File: config.mk
export PLATFORM = sky130hd
export DESIGN_NAME = decode_hazard_ctrl_flat
export DESIGN_NICKNAME = d
export VERILOG_FILES = /design/src/rtl/decode_hazard_ctrl_pkg.sv /design/src/rtl/decode_hazard_ctrl_if.sv /design/src/rtl/decode_hazard_ctrl_decoder.sv /design/src/rtl/decode_hazard_ctrl.sv /design/src/flat_wrapper.sv
export SDC_FILE = /design/constraint.sdc
export NUM_CORES = 1
export LEC_CHECK = 0
export ABC_CLOCK_PERIOD_IN_PS = 2440
export CAP_MARGIN = 5
export CORE_AREA = 2 2 59 61
export DETAILED_ROUTE_END_ITERATION = 8
export DIE_AREA = 0 0 61 63
export PLACE_DENSITY_LB_ADDON = 0.25
export SYNTH_ARGS = -nofsm -noshare
export SYNTH_HDL_FRONTEND = slang
export SYNTH_HIERARCHICAL = 1
export SYNTH_SLANG_ARGS = --single-unit
File: constraint.sdc
create_clock -name clk -period 2.44 [get_ports clk]
set_input_delay 0.488 -clock clk [delete_from_list [all_inputs] [get_ports clk]]
set_output_delay 0.488 -clock clk [all_outputs]
set_load 0.02 [all_outputs]
File: src/rtl/decode_hazard_ctrl_pkg.sv
// Shared decode constants, FSM states and the ID/EX control word.
// Used by main_decoder and decode_hazard_ctrl.
package riscv_ctrl_pkg;

    localparam logic [6:0] OP_LOAD   = 7'b0000011;
    localparam logic [6:0] OP_STORE  = 7'b0100011;
    localparam logic [6:0] OP_IMM    = 7'b0010011;
    localparam logic [6:0] OP_OP     = 7'b0110011;
    localparam logic [6:0] OP_LUI    = 7'b0110111;
    localparam logic [6:0] OP_AUIPC  = 7'b0010111;
    localparam logic [6:0] OP_BRANCH = 7'b1100011;
    localparam logic [6:0] OP_JAL    = 7'b1101111;
    localparam logic [6:0] OP_JALR   = 7'b1100111;

    localparam logic [1:0] IMM_I_S = 2'b00;
    localparam logic [1:0] IMM_U   = 2'b01;
    localparam logic [1:0] IMM_B   = 2'b10;
    localparam logic [1:0] IMM_J   = 2'b11;

    localparam logic [1:0] RES_ALU = 2'b00;
    localparam logic [1:0] RES_MEM = 2'b01;
    localparam logic [1:0] RES_PC4 = 2'b10;

    localparam int BCNT_W = 2;

    typedef enum logic [1:0] {
        ST_RUN    = 2'd0,
        ST_BUBBLE = 2'd1,
        ST_WAIT   = 2'd2
    } state_t;

    typedef struct packed {
        logic       reg_write;
        logic       mem_read;
        logic       mem_write;
        logic       alu_src;
        logic       branch;
        logic       jump;
        logic       jalr;
        logic [1:0] result_src;
        logic [4:0] rd;
    } ctrl_word_t;

endpackage

File: src/rtl/decode_hazard_ctrl_if.sv
// ID-stage bus between the pipeline and the decode/hazard controller.
// DECODE_HAZARD_PERF_EN adds the performance counter outputs.
interface decode_hazard_ctrl_if
`ifdef DECODE_HAZARD_PERF_EN
    #(parameter int CNT_W = 32)
`endif
    ;
    logic [31:0] instr_d;
    logic        valid_d;
    logic        redirect_e;
    logic        dmem_ready;
    logic [1:0]  imm_src_d;
    logic [2:0]  opcode654_d;
    logic        illegal_d;
    logic        stall_f;
    logic        stall_d;
    logic        flush_d;
    logic        valid_e;
    logic [4:0]  rd_e;
    logic        reg_write_e;
    logic        mem_read_e;
    logic        mem_write_e;
    logic        alu_src_e;
    logic        branch_e;
    logic        jump_e;
    logic        jalr_e;
    logic [1:0]  result_src_e;
`ifdef DECODE_HAZARD_PERF_EN
    logic [CNT_W-1:0] stall_cnt;
    logic [CNT_W-1:0] flush_cnt;
    logic [CNT_W-1:0] wait_cnt;
`endif

    modport master (
        output instr_d, valid_d, redirect_e, dmem_ready,
        input  imm_src_d, opcode654_d, illegal_d,
        input  stall_f, stall_d, flush_d,
        input  valid_e, rd_e, reg_write_e, mem_read_e,
        input  mem_write_e, alu_src_e, branch_e,
        input  jump_e, jalr_e, result_src_e
`ifdef DECODE_HAZARD_PERF_EN
        , input stall_cnt, flush_cnt, wait_cnt
`endif
    );

    modport slave (
        input  instr_d, valid_d, redirect_e, dmem_ready,
        output imm_src_d, opcode654_d, illegal_d,
        output stall_f, stall_d, flush_d,
        output valid_e, rd_e, reg_write_e, mem_read_e,
        output mem_write_e, alu_src_e, branch_e,
        output jump_e, jalr_e, result_src_e
`ifdef DECODE_HAZARD_PERF_EN
        , output stall_cnt, flush_cnt, wait_cnt
`endif
    );

endinterface

File: src/rtl/decode_hazard_ctrl_decoder.sv
// Main decoder: opcode to EX control word, immediate select, rs usage.
// Unknown opcodes decode as an all-zero bubble.
module main_decoder
    import riscv_ctrl_pkg::*;
(
    input  logic [11:0] instr_i,
    input  logic        valid_i,
    output ctrl_word_t  cw_o,
    output logic [1:0]  imm_src_o,
    output logic        use_rs1_o,
    output logic        use_rs2_o,
    output logic        illegal_o
);
    logic [6:0] op;
    assign op = instr_i[6:0];

    // Opcode decode; rd only kept for register-writing instructions
    always_comb begin
        cw_o      = '0;
        imm_src_o = IMM_I_S;
        use_rs1_o = 1'b0;
        use_rs2_o = 1'b0;
        illegal_o = 1'b0;
        unique case (1'b1)
            (op == OP_LOAD): begin
                cw_o.reg_write  = 1'b1;
                cw_o.mem_read   = 1'b1;
                cw_o.alu_src    = 1'b1;
                cw_o.result_src = RES_MEM;
                use_rs1_o       = 1'b1;
            end
            (op == OP_STORE): begin
                cw_o.mem_write = 1'b1;
                cw_o.alu_src   = 1'b1;
                use_rs1_o      = 1'b1;
                use_rs2_o      = 1'b1;
            end
            (op == OP_IMM): begin
                cw_o.reg_write = 1'b1;
                cw_o.alu_src   = 1'b1;
                use_rs1_o      = 1'b1;
            end
            (op == OP_OP): begin
                cw_o.reg_write = 1'b1;
                use_rs1_o      = 1'b1;
                use_rs2_o      = 1'b1;
            end
            (op == OP_LUI), (op == OP_AUIPC): begin
                cw_o.reg_write = 1'b1;
                cw_o.alu_src   = 1'b1;
                imm_src_o      = IMM_U;
            end
            (op == OP_BRANCH): begin
                cw_o.branch = 1'b1;
                imm_src_o   = IMM_B;
                use_rs1_o   = 1'b1;
                use_rs2_o   = 1'b1;
            end
            (op == OP_JAL): begin
                cw_o.reg_write  = 1'b1;
                cw_o.jump       = 1'b1;
                cw_o.result_src = RES_PC4;
                imm_src_o       = IMM_J;
            end
            (op == OP_JALR): begin
                cw_o.reg_write  = 1'b1;
                cw_o.jump       = 1'b1;
                cw_o.jalr       = 1'b1;
                cw_o.alu_src    = 1'b1;
                cw_o.result_src = RES_PC4;
                use_rs1_o       = 1'b1;
            end
            default: illegal_o = valid_i;
        endcase
        if (cw_o.reg_write) begin
            cw_o.rd = instr_i[11:7];
        end
    end

endmodule

File: src/rtl/decode_hazard_ctrl.sv
// Decode-stage controller: ID decode, ID/EX control register, stall FSM.
// Optional DECODE_HAZARD_PERF_EN adds stall/flush/wait cycle counters.
module decode_hazard_ctrl
    import riscv_ctrl_pkg::*;
#(
    parameter int LOAD_USE_BUBBLES = 1
`ifdef DECODE_HAZARD_PERF_EN
    , parameter int CNT_W = 32
`endif
)(
    input logic                 clk,
    input logic                 rst,
    decode_hazard_ctrl_if.slave bus
);
    localparam logic [BCNT_W-1:0] BUB_INIT =
        BCNT_W'(LOAD_USE_BUBBLES - 1);

    ctrl_word_t        dec_cw;
    ctrl_word_t        ex_q;
    logic              valid_e_q;
    logic [1:0]        imm_src;
    logic              use_rs1;
    logic              use_rs2;
    logic              illegal;
    state_t            state_q, state_d;
    state_t            ret_q, ret_d;
    state_t            eff;
    logic [BCNT_W-1:0] bcnt_q, bcnt_d;
    logic              hazard;
    logic              stall;
    logic              flush;
    logic              bubble;
    logic              hold;
    logic [4:0]        rs1;
    logic [4:0]        rs2;
    logic              unused_bits;

    main_decoder u_dec (
        .instr_i   (bus.instr_d[11:0]),
        .valid_i   (bus.valid_d),
        .cw_o      (dec_cw),
        .imm_src_o (imm_src),
        .use_rs1_o (use_rs1),
        .use_rs2_o (use_rs2),
        .illegal_o (illegal)
    );

    assign rs1 = bus.instr_d[19:15];
    assign rs2 = bus.instr_d[24:20];
    assign unused_bits = ^{bus.instr_d[31:25], bus.instr_d[14:12]};

    // WAIT behaves as the saved state once memory is ready again
    assign eff = (state_q == ST_WAIT) ? ret_q : state_q;

    assign hazard = bus.valid_d & valid_e_q & ex_q.mem_read
                  & (ex_q.rd != 5'd0)
                  & ((use_rs1 & (rs1 == ex_q.rd))
                   | (use_rs2 & (rs2 == ex_q.rd)));

    // State, saved return state and bubble counter
    always_ff @(posedge clk) begin
        if (rst) begin
            state_q <= ST_RUN;
            ret_q   <= ST_RUN;
            bcnt_q  <= '0;
        end else begin
            state_q <= state_d;
            ret_q   <= ret_d;
            bcnt_q  <= bcnt_d;
        end
    end

    // Next state: memory freeze, then redirect, then load-use bubbles
    always_comb begin
        state_d = eff;
        ret_d   = ret_q;
        bcnt_d  = bcnt_q;
        if (!bus.dmem_ready) begin
            state_d = ST_WAIT;
            ret_d   = eff;
        end else if (bus.redirect_e) begin
            state_d = ST_RUN;
            bcnt_d  = '0;
        end else if (eff == ST_BUBBLE) begin
            bcnt_d = bcnt_q - BCNT_W'(1);
            if (bcnt_q <= BCNT_W'(1)) begin
                state_d = ST_RUN;
            end
        end else if (hazard) begin
            bcnt_d = BUB_INIT;
            if (BUB_INIT != '0) begin
                state_d = ST_BUBBLE;
            end
        end
    end

    // Pipeline controls for the current cycle
    always_comb begin
        stall  = 1'b0;
        flush  = 1'b0;
        bubble = 1'b0;
        hold   = 1'b0;
        if (!rst) begin
            if (!bus.dmem_ready) begin
                stall = 1'b1;
                hold  = 1'b1;
            end else if (bus.redirect_e) begin
                flush  = 1'b1;
                bubble = 1'b1;
            end else if (eff == ST_BUBBLE || hazard) begin
                stall  = 1'b1;
                bubble = 1'b1;
            end
        end
    end

    // ID/EX control register: hold, bubble or decoded word
    always_ff @(posedge clk) begin
        if (rst) begin
            ex_q      <= '0;
            valid_e_q <= 1'b0;
        end else if (!hold) begin
            if (bubble) begin
                ex_q      <= '0;
                valid_e_q <= 1'b0;
            end else begin
                ex_q      <= dec_cw;
                valid_e_q <= bus.valid_d & ~illegal;
            end
        end
    end

    assign bus.imm_src_d    = imm_src;
    assign bus.opcode654_d  = bus.instr_d[6:4];
    assign bus.illegal_d    = illegal;
    assign bus.stall_f      = stall;
    assign bus.stall_d      = stall;
    assign bus.flush_d      = flush;
    assign bus.valid_e      = valid_e_q;
    assign bus.rd_e         = ex_q.rd;
    assign bus.reg_write_e  = ex_q.reg_write;
    assign bus.mem_read_e   = ex_q.mem_read;
    assign bus.mem_write_e  = ex_q.mem_write;
    assign bus.alu_src_e    = ex_q.alu_src;
    assign bus.branch_e     = ex_q.branch;
    assign bus.jump_e       = ex_q.jump;
    assign bus.jalr_e       = ex_q.jalr;
    assign bus.result_src_e = ex_q.result_src;

`ifdef DECODE_HAZARD_PERF_EN
    logic [CNT_W-1:0] stall_cnt_q;
    logic [CNT_W-1:0] flush_cnt_q;
    logic [CNT_W-1:0] wait_cnt_q;

    // Wrapping event counters for stalls, flushes and WAIT cycles
    always_ff @(posedge clk) begin
        if (rst) begin
            stall_cnt_q <= '0;
            flush_cnt_q <= '0;
            wait_cnt_q  <= '0;
        end else begin
            if (stall & bus.dmem_ready)
                stall_cnt_q <= stall_cnt_q + CNT_W'(1);
            if (flush)
                flush_cnt_q <= flush_cnt_q + CNT_W'(1);
            if (state_q == ST_WAIT)
                wait_cnt_q <= wait_cnt_q + CNT_W'(1);
        end
    end

    assign bus.stall_cnt = stall_cnt_q;
    assign bus.flush_cnt = flush_cnt_q;
    assign bus.wait_cnt  = wait_cnt_q;
`endif

endmodule

File: src/flat_wrapper.sv
// flat-port wrapper written by rule: the top's interface ports become plain ports
module decode_hazard_ctrl_flat import riscv_ctrl_pkg::*;
#(
    parameter int LOAD_USE_BUBBLES = 1

)
  (clk, rst, bus_instr_d, bus_valid_d, bus_redirect_e, bus_dmem_ready, bus_imm_src_d, bus_opcode654_d, bus_illegal_d, bus_stall_f, bus_stall_d, bus_flush_d, bus_valid_e, bus_rd_e, bus_reg_write_e, bus_mem_read_e, bus_mem_write_e, bus_alu_src_e, bus_branch_e, bus_jump_e, bus_jalr_e, bus_result_src_e);
  decode_hazard_ctrl_if bus_i ();
  input logic clk;
  input logic rst;
  input wire logic [$bits(bus_i.instr_d)-1:0] bus_instr_d;
  input wire logic [$bits(bus_i.valid_d)-1:0] bus_valid_d;
  input wire logic [$bits(bus_i.redirect_e)-1:0] bus_redirect_e;
  input wire logic [$bits(bus_i.dmem_ready)-1:0] bus_dmem_ready;
  output wire logic [$bits(bus_i.imm_src_d)-1:0] bus_imm_src_d;
  output wire logic [$bits(bus_i.opcode654_d)-1:0] bus_opcode654_d;
  output wire logic [$bits(bus_i.illegal_d)-1:0] bus_illegal_d;
  output wire logic [$bits(bus_i.stall_f)-1:0] bus_stall_f;
  output wire logic [$bits(bus_i.stall_d)-1:0] bus_stall_d;
  output wire logic [$bits(bus_i.flush_d)-1:0] bus_flush_d;
  output wire logic [$bits(bus_i.valid_e)-1:0] bus_valid_e;
  output wire logic [$bits(bus_i.rd_e)-1:0] bus_rd_e;
  output wire logic [$bits(bus_i.reg_write_e)-1:0] bus_reg_write_e;
  output wire logic [$bits(bus_i.mem_read_e)-1:0] bus_mem_read_e;
  output wire logic [$bits(bus_i.mem_write_e)-1:0] bus_mem_write_e;
  output wire logic [$bits(bus_i.alu_src_e)-1:0] bus_alu_src_e;
  output wire logic [$bits(bus_i.branch_e)-1:0] bus_branch_e;
  output wire logic [$bits(bus_i.jump_e)-1:0] bus_jump_e;
  output wire logic [$bits(bus_i.jalr_e)-1:0] bus_jalr_e;
  output wire logic [$bits(bus_i.result_src_e)-1:0] bus_result_src_e;
  assign bus_i.instr_d = bus_instr_d;
  assign bus_i.valid_d = bus_valid_d;
  assign bus_i.redirect_e = bus_redirect_e;
  assign bus_i.dmem_ready = bus_dmem_ready;
  assign bus_imm_src_d = bus_i.imm_src_d;
  assign bus_opcode654_d = bus_i.opcode654_d;
  assign bus_illegal_d = bus_i.illegal_d;
  assign bus_stall_f = bus_i.stall_f;
  assign bus_stall_d = bus_i.stall_d;
  assign bus_flush_d = bus_i.flush_d;
  assign bus_valid_e = bus_i.valid_e;
  assign bus_rd_e = bus_i.rd_e;
  assign bus_reg_write_e = bus_i.reg_write_e;
  assign bus_mem_read_e = bus_i.mem_read_e;
  assign bus_mem_write_e = bus_i.mem_write_e;
  assign bus_alu_src_e = bus_i.alu_src_e;
  assign bus_branch_e = bus_i.branch_e;
  assign bus_jump_e = bus_i.jump_e;
  assign bus_jalr_e = bus_i.jalr_e;
  assign bus_result_src_e = bus_i.result_src_e;
  decode_hazard_ctrl #(.LOAD_USE_BUBBLES(LOAD_USE_BUBBLES)) u_core (.clk(clk), .rst(rst), .bus(bus_i));
endmodule
# Yosys cells after proc, flatten, opt, wreduce, memory -nomap -nowiden
# Cells that the tools add are included.
dict set report totals {
  reg_bits 21
  input_bits 37
  output_inout_bits 24
  wordCells 86
}
dict set report classes {
  addsub 1
  n_lt_le_gt_ge 1
  n_eq_ne 13
  n_mux 35
  bitwise 10
  n_reduce_logical 12
}
# op count
set ops {}
lappend ops {{$mux 1} 23}
lappend ops {{$eq 7x6->1 const B} 3}
lappend ops {{$eq 7x7->1 const B} 3}
lappend ops {{$mux 2} 8}
lappend ops {{$eq 7x5->1 const B} 2}
lappend ops {{$mux 14} 1}
lappend ops {{$reduce_or 6->1} 2}
lappend ops {{$eq 5x5->1} 2}
lappend ops {{$reduce_or 9->1} 1}
lappend ops {{$and 1x1->1} 7}
lappend ops {{$eq 7x2->1 const B} 1}
lappend ops {{$reduce_or 7->1} 1}
lappend ops {{$pmux 2 s3} 1}
lappend ops {{$reduce_or 3->1} 2}
lappend ops {{$mux 5} 1}
lappend ops {{$reduce_bool 5->1} 1}
lappend ops {{$pmux 2 s2} 1}
lappend ops {{$reduce_or 2->1} 2}
lappend ops {{$reduce_bool 3->1} 1}
lappend ops {{$eq 2x1->1 const B} 1}
lappend ops {{$eq 2x2->1 const B} 1}
lappend ops {{$le 2x1->1 const B} 1}
lappend ops {{$not 1->1} 2}
lappend ops {{$reduce_and 2->1} 1}
lappend ops {{other kinds (3)} 3}

# Longest topological paths before layout
dict set report logic_depth {
  depth_word 12
  depth_mapped 10
  ltp_nobuf 7
}

# Modules after synthesis
# The synthesis kept the hierarchy.
# module instances cells_each area_per_inst_um2 seq_area_each_um2
set by_module_without_submodules {}
lappend by_module_without_submodules {decode_hazard_ctrl 1 98 979.7 420.4}
lappend by_module_without_submodules {main_decoder 1 43 266.5 0.0}

# Worst setup path before layout
# OpenSTA, ideal clock, no wires.
dict set report synth_timing {
  path_kind {input-to-output}
  startpoint {input port bus_instr_d[3]}
  endpoint {output port bus_stall_f}
  arrival_ps 2109
  t_required_ps 1952
  setup_slack_ps -157
  stages 8
  path_buffers 2
  path_cell_list {nand3b_1 > a2111oi_0 > nand2_1 > o22ai_2 > a21oi_4 > buf_6 > o22ai_1 > buf_4}
}
dict set report synth_via {
  elab_chain_len 11
  word_cells_on_any_way 19
  cone_classes {eq/ne: 6; mux: 6; bitwise: 4; reduce/logical: 3}
}
# item line
set synth_rtl {}
lappend synth_rtl {{start: declaration} flat_wrapper.sv:11} ;# input wire logic [$bits(bus_i.instr_d)-1:0] bus_instr_d;
lappend synth_rtl {{$eq 7x6->1 (tied with other cells)} decode_hazard_ctrl_decoder.sv:32} ;# (op == OP_STORE): begin
lappend synth_rtl {{$reduce_or 3->1 (no line) (*)} n/a}
lappend synth_rtl {{$mux 1 (*)} decode_hazard_ctrl_decoder.sv:24} ;# unique case (1'b1)
lappend synth_rtl {{via u_core.use_rs2} decode_hazard_ctrl.sv:23} ;# logic use_rs2;
lappend synth_rtl {{$and 1x1->1 (*)} decode_hazard_ctrl.sv:58} ;# | (use_rs2 & (rs2 == ex_q.rd)));
lappend synth_rtl {{$or 1x1->1 (*)} decode_hazard_ctrl.sv:58}
lappend synth_rtl {{$and 1x1->1 (*)} decode_hazard_ctrl.sv:57} ;# & ((use_rs1 & (rs1 == ex_q.rd))
lappend synth_rtl {{$logic_or 1x1->1 (*)} decode_hazard_ctrl.sv:110} ;# end else if (eff == ST_BUBBLE || hazard) begin
lappend synth_rtl {{$mux 1 (*)} decode_hazard_ctrl.sv:110}
lappend synth_rtl {{$mux 1 (*)} decode_hazard_ctrl.sv:107} ;# end else if (bus.redirect_e) begin
lappend synth_rtl {{$mux 1 (*)} decode_hazard_ctrl.sv:104} ;# if (!bus.dmem_ready) begin
lappend synth_rtl {{$mux 1 (*)} decode_hazard_ctrl.sv:103} ;# if (!rst) begin
lappend synth_rtl {{end: declaration} flat_wrapper.sv:18} ;# output wire logic [$bits(bus_i.stall_f)-1:0] bus_stall_f;
# The timed path passes the listed nets; every way through them passes the cells marked *.

# Worst setup path in the final report
dict set report layout_timing {
  startpoint {input port bus_instr_d[3]}
  endpoint {output port bus_stall_d}
}
dict set report layout_via {
  elab_chain_len 11
  word_cells_on_any_way 19
  cone_classes {eq/ne: 6; mux: 6; bitwise: 4; reduce/logical: 3}
}
# item line
set layout_rtl {}
lappend layout_rtl {{$eq 7x2->1 (tied with other cells)} decode_hazard_ctrl_decoder.sv:25} ;# (op == OP_LOAD): begin
lappend layout_rtl {{$reduce_or 6->1 (no line) (*)} n/a}
lappend layout_rtl {{$mux 1 (*)} decode_hazard_ctrl_decoder.sv:24}
lappend layout_rtl {{via u_core.use_rs1} decode_hazard_ctrl.sv:22} ;# logic use_rs1;
lappend layout_rtl {{$and 1x1->1 (*)} decode_hazard_ctrl.sv:57}
lappend layout_rtl {{$or 1x1->1 (*)} decode_hazard_ctrl.sv:58}
lappend layout_rtl {{$and 1x1->1 (*)} decode_hazard_ctrl.sv:57}
lappend layout_rtl {{$logic_or 1x1->1 (*)} decode_hazard_ctrl.sv:110}
lappend layout_rtl {{$mux 1 (*)} decode_hazard_ctrl.sv:110}
lappend layout_rtl {{$mux 1 (*)} decode_hazard_ctrl.sv:107}
lappend layout_rtl {{$mux 1 (*)} decode_hazard_ctrl.sv:104}
lappend layout_rtl {{$mux 1 (*)} decode_hazard_ctrl.sv:103}
lappend layout_rtl {{end: declaration} flat_wrapper.sv:19} ;# output wire logic [$bits(bus_i.stall_d)-1:0] bus_stall_d;
# Marked as above.

==> key figures <==
Clock network
  – Number of hold buffers added after cts: 0
  – CTS max path bufs: 2
  – # H-tree levels: 1
  – CTS clk-pin slew, worst paths: ~0.12 ns
  – Clock root buffer master: clkbuf_4
  – Worst-Skew Late Latency: ~0.3 ns
  – # clock sinks: 21
  – CTS Buf Count: 3
  – CTS tree: yes

Synthesis
  – Register area share after synthesis: around a third
  – Seq cells post-synth: 21
  – Post-Syn Nets: roughly 180
  – Synth cell types: 38
  – Number of flops mapped to enable cells by yosys: 0
  – Yosys warns: 6
  – Synth Cell Area: around 0.0012 sq mm
  – Post-Synthesis Cells: between 100 and 150
  – Main synth FF type: dfxtp_1
  – Synth Area per Inst: 8.84 sq um
  – FFs w/ async S/R, synth: 0%

GRT
  – Wire length of the first global-routing pass: approximately 5700 um
  – Initial antenna violation count: 0
  – Pin count of the biggest net entering global routing: 18
  – Number of global-route vias before repair: ~1,300
  – Gr ovfl total: 0
  – GRT Total Usage: around a fifth

Power
  – Leakage: between 0.7 and 0.8 nW
  – PD cells: roughly 350 mW/mm^2
  – Power, Total: 0.669 mW
  – Peak supply drop: between 0.00015 and 0.0002 V

Worst setup path
  – CP Data Arrival Time: around 1.9 ns
  – Crit Path Max Fanout: 3
  – CP Cell Sequence: dlygate4sd2_1 -> nand3b_1 -> buf_4 -> nor2_1 -> nand2_1 -> o22ai_2 -> a21oi_4 -> o22ai_4 -> buf_6
  – Max incr delay on CP: roughly 0.24 ns
  – Crit path from: bus_instr_d[3]
  – Reg-to-reg startpoint: u_core/bus.rd_e[2]
  – Reg2reg end: u_core/bus.mem_write_e
  – Worst Reg-to-Reg Cells: 6
  – Crit-path slowest cell: dlygate4sd2_1
  – Timing endpoint of the critical path: bus_stall_d
  – Worst setup EP type: output port
  – Reg2reg setup slack: between 0.7 and 0.8 ns
  – Crit Path Class: input pin to output port
  – CP startpoint kind: input pin
  – Req. time, crit path: around 2.0 ns

Routing
  – TritonRoute pass-1 iters: 4
  – Antenna Violating Nets Remaining: 0
  – DR vias: between 1,000 and 1,500
  – Wire per inst: 14.8 um
  – DRT iter0 DRCs: 73
  – Post-Route WL: 3720 um
  – Vias/cell: between 5 and 6
  – DRC errors left: 0

Place
  – Gpl congestion: 0.869
  – Buffers on Ports: 50
  – DP HPWL: roughly 2800 um
  – Placed insts: ~250

Cells and area
  – Commonest non-fill, non-tap cell in the layout: clkdlybuf4s50_1
  – Final Non-Filler Cells: ~250
  – # nets final: around 240
  – Synthesis-to-finish area growth: 55.6%
  – Layout cells sized above 1: around 19%
  – Antenna cell count: 0
  – Fill cell count: between 300 and 400
  – Post-route core utilization: about three fifths
  – Most frequent cells in the layout: clkdlybuf4s50_1 (38), buf_4 (21), dfxtp_1 (21), a32o_1 (16), inv_1 (14)

Floorplanning
  – # rows: 21
  – I/O pin count: slightly above 60
  – Die area: 0.00384 sq mm
  – Core box area: ~0.0032 sq mm
  – Die height: 63 um
  – Chip Width: slightly above 60 um
  – Initial Utilization: 38.6%

Timing
  – Final setup viols: 0
  – Worst Skew: approximately 0.0037 ns
  – Final Hold Viols: 0
  – Setup tns final: 0 ns
  – Slew of the pin with the lowest slew margin: roughly 1.1 ns
  – Fin crit share: slightly below 100%
  – Max Freq: 0.423 GHz
  – Slew HR: around 26%
  – Final Max Slew Viols: 0
  – Hold Slack: approximately 0.48 ns
  – Min Tclk post-route: roughly 2.4 ns
  – RSZ-0062 raised after global routing: no

Hold path
  – Min-Delay Path Class: flop to flop
  – Worst hold start: u_core/bus.branch_e

Run status
  – Outcome: completed

Job
  – Max-capacitance violation count: 0
what timing repair did:
action	in CTS	in global routing
endpoints found under the setup margin	5	4
hold endpoints to repair	0	0
buffers inserted	1	0
pin swaps	5	2
resized for setup	30	3
Yosys cell counts (all sizes together), types with 2 or more instances:
master | count | share of area (%)
dfxtp | 21 | 34
a32o | 16 | 13
inv | 14 | 4.2
nor2 | 12 | 3.6
buf | 10 | 6.0
xnor2 | 10 | 7.0
nand2 | 6 | 1.8
a31oi | 5 | 2.5
nand3 | 5 | 2.0
o21ai | 5 | 2.0
a21oi | 4 | 2.5
nand4 | 4 | 3.7
nor3 | 4 | 1.6
a31o | 3 | 2.1
o22ai | 3 | 2.0
a211oi | 2 | 1.2
and3b | 2 | 1.6
clkbuf | 2 | 0.60
nand2b | 2 | 1.0
per-layer routing:
layer,vias to the layer above,GRT usage [%],part of all wire [%]
met1,619,24.7,43
met4,0,4.08,0.48
met3,2,3.52,8.1
met5,-,0,0
li1,647,-,-
met2,58,33.2,48
power breakdown:
part           switching (mW)  total, mW  internal, mW
clock                   0.105      0.168        0.0637
combinational          0.0695      0.153        0.0835
sequential            0.00276      0.348         0.345
registers in the layout, summed over array words and instances, names as in the netlist:
register                 cells
u_core/bcnt_q                2
u_core/bus.alu_src_e         1
u_core/bus.branch_e          1
u_core/bus.jalr_e            1
u_core/bus.jump_e            1
u_core/bus.mem_read_e        1
u_core/bus.mem_write_e       1
u_core/bus.rd_e              5
u_core/bus.reg_write_e       1
u_core/bus.result_src_e      2
u_core/bus.valid_e           1
u_core/ret_q                 2
u_core/state_q               2
layout make-up:
type / count / area, sq um / share of cell area, %
tap: 46 / 57.6 / 2.97
sequential: 21 / 420 / 21.7
inverter: 14 / 52.6 / 2.71
timing repair buffer: 72 / 659 / 34.0
multi-input combinational: 94 / 723 / 37.3
clock buffer: 4 / 26.3 / 1.35
worst min path at each step:
| stage | end | cells after the start | slack [ns] |
|---|---|---|---|
| 5_1_grt | u_core/bus.result_src_e[1] | 1 | 0.51 |
| 2_1_floorplan | u_core/ret_q[1] | 2 | 0.46 |
| 6_report | u_core/bus.branch_e | 1 | 0.48 |
| 3_3_place_gp | u_core/bus.jump_e | 1 | 0.46 |
| 4_1_cts | u_core/bus.branch_e | 1 | 0.49 |
| 3_5_place_dp | u_core/bus.result_src_e[1] | 1 | 0.46 |
stage by stage:
step	cell area [sq um]	worst slack, ns
floorplan	1250	0.0288
global placement	1890	-0.883
detailed placement	1890	-0.968
CTS	1940	0.0160
global route	1940	0.00646
finish	1940	0.0765
critical path, delay by kind of cell:
family / cells / cell delay [ns]
simple gates: 3 / 0.39
buf+inv: 3 / 0.56
compound gates: 3 / 0.42
logic make-up (layout without fill, tap and decap cells):
group / after synthesis / count (layout) / share of synthesized area (%)
and+or+nand+nor: 41 / 41 / 19.5
DFF: 21 / 21 / 33.7
xor gates and xnor gates: 11 / 11 / 7.73
buffers and inverters: 26 / 90 / 10.8
AOI/OAI and AO/OA: 41 / 41 / 27.2
adders and majority gates: 1 / 1 / 1.00
No activity file was read; power rests on OpenSTA's default activity.
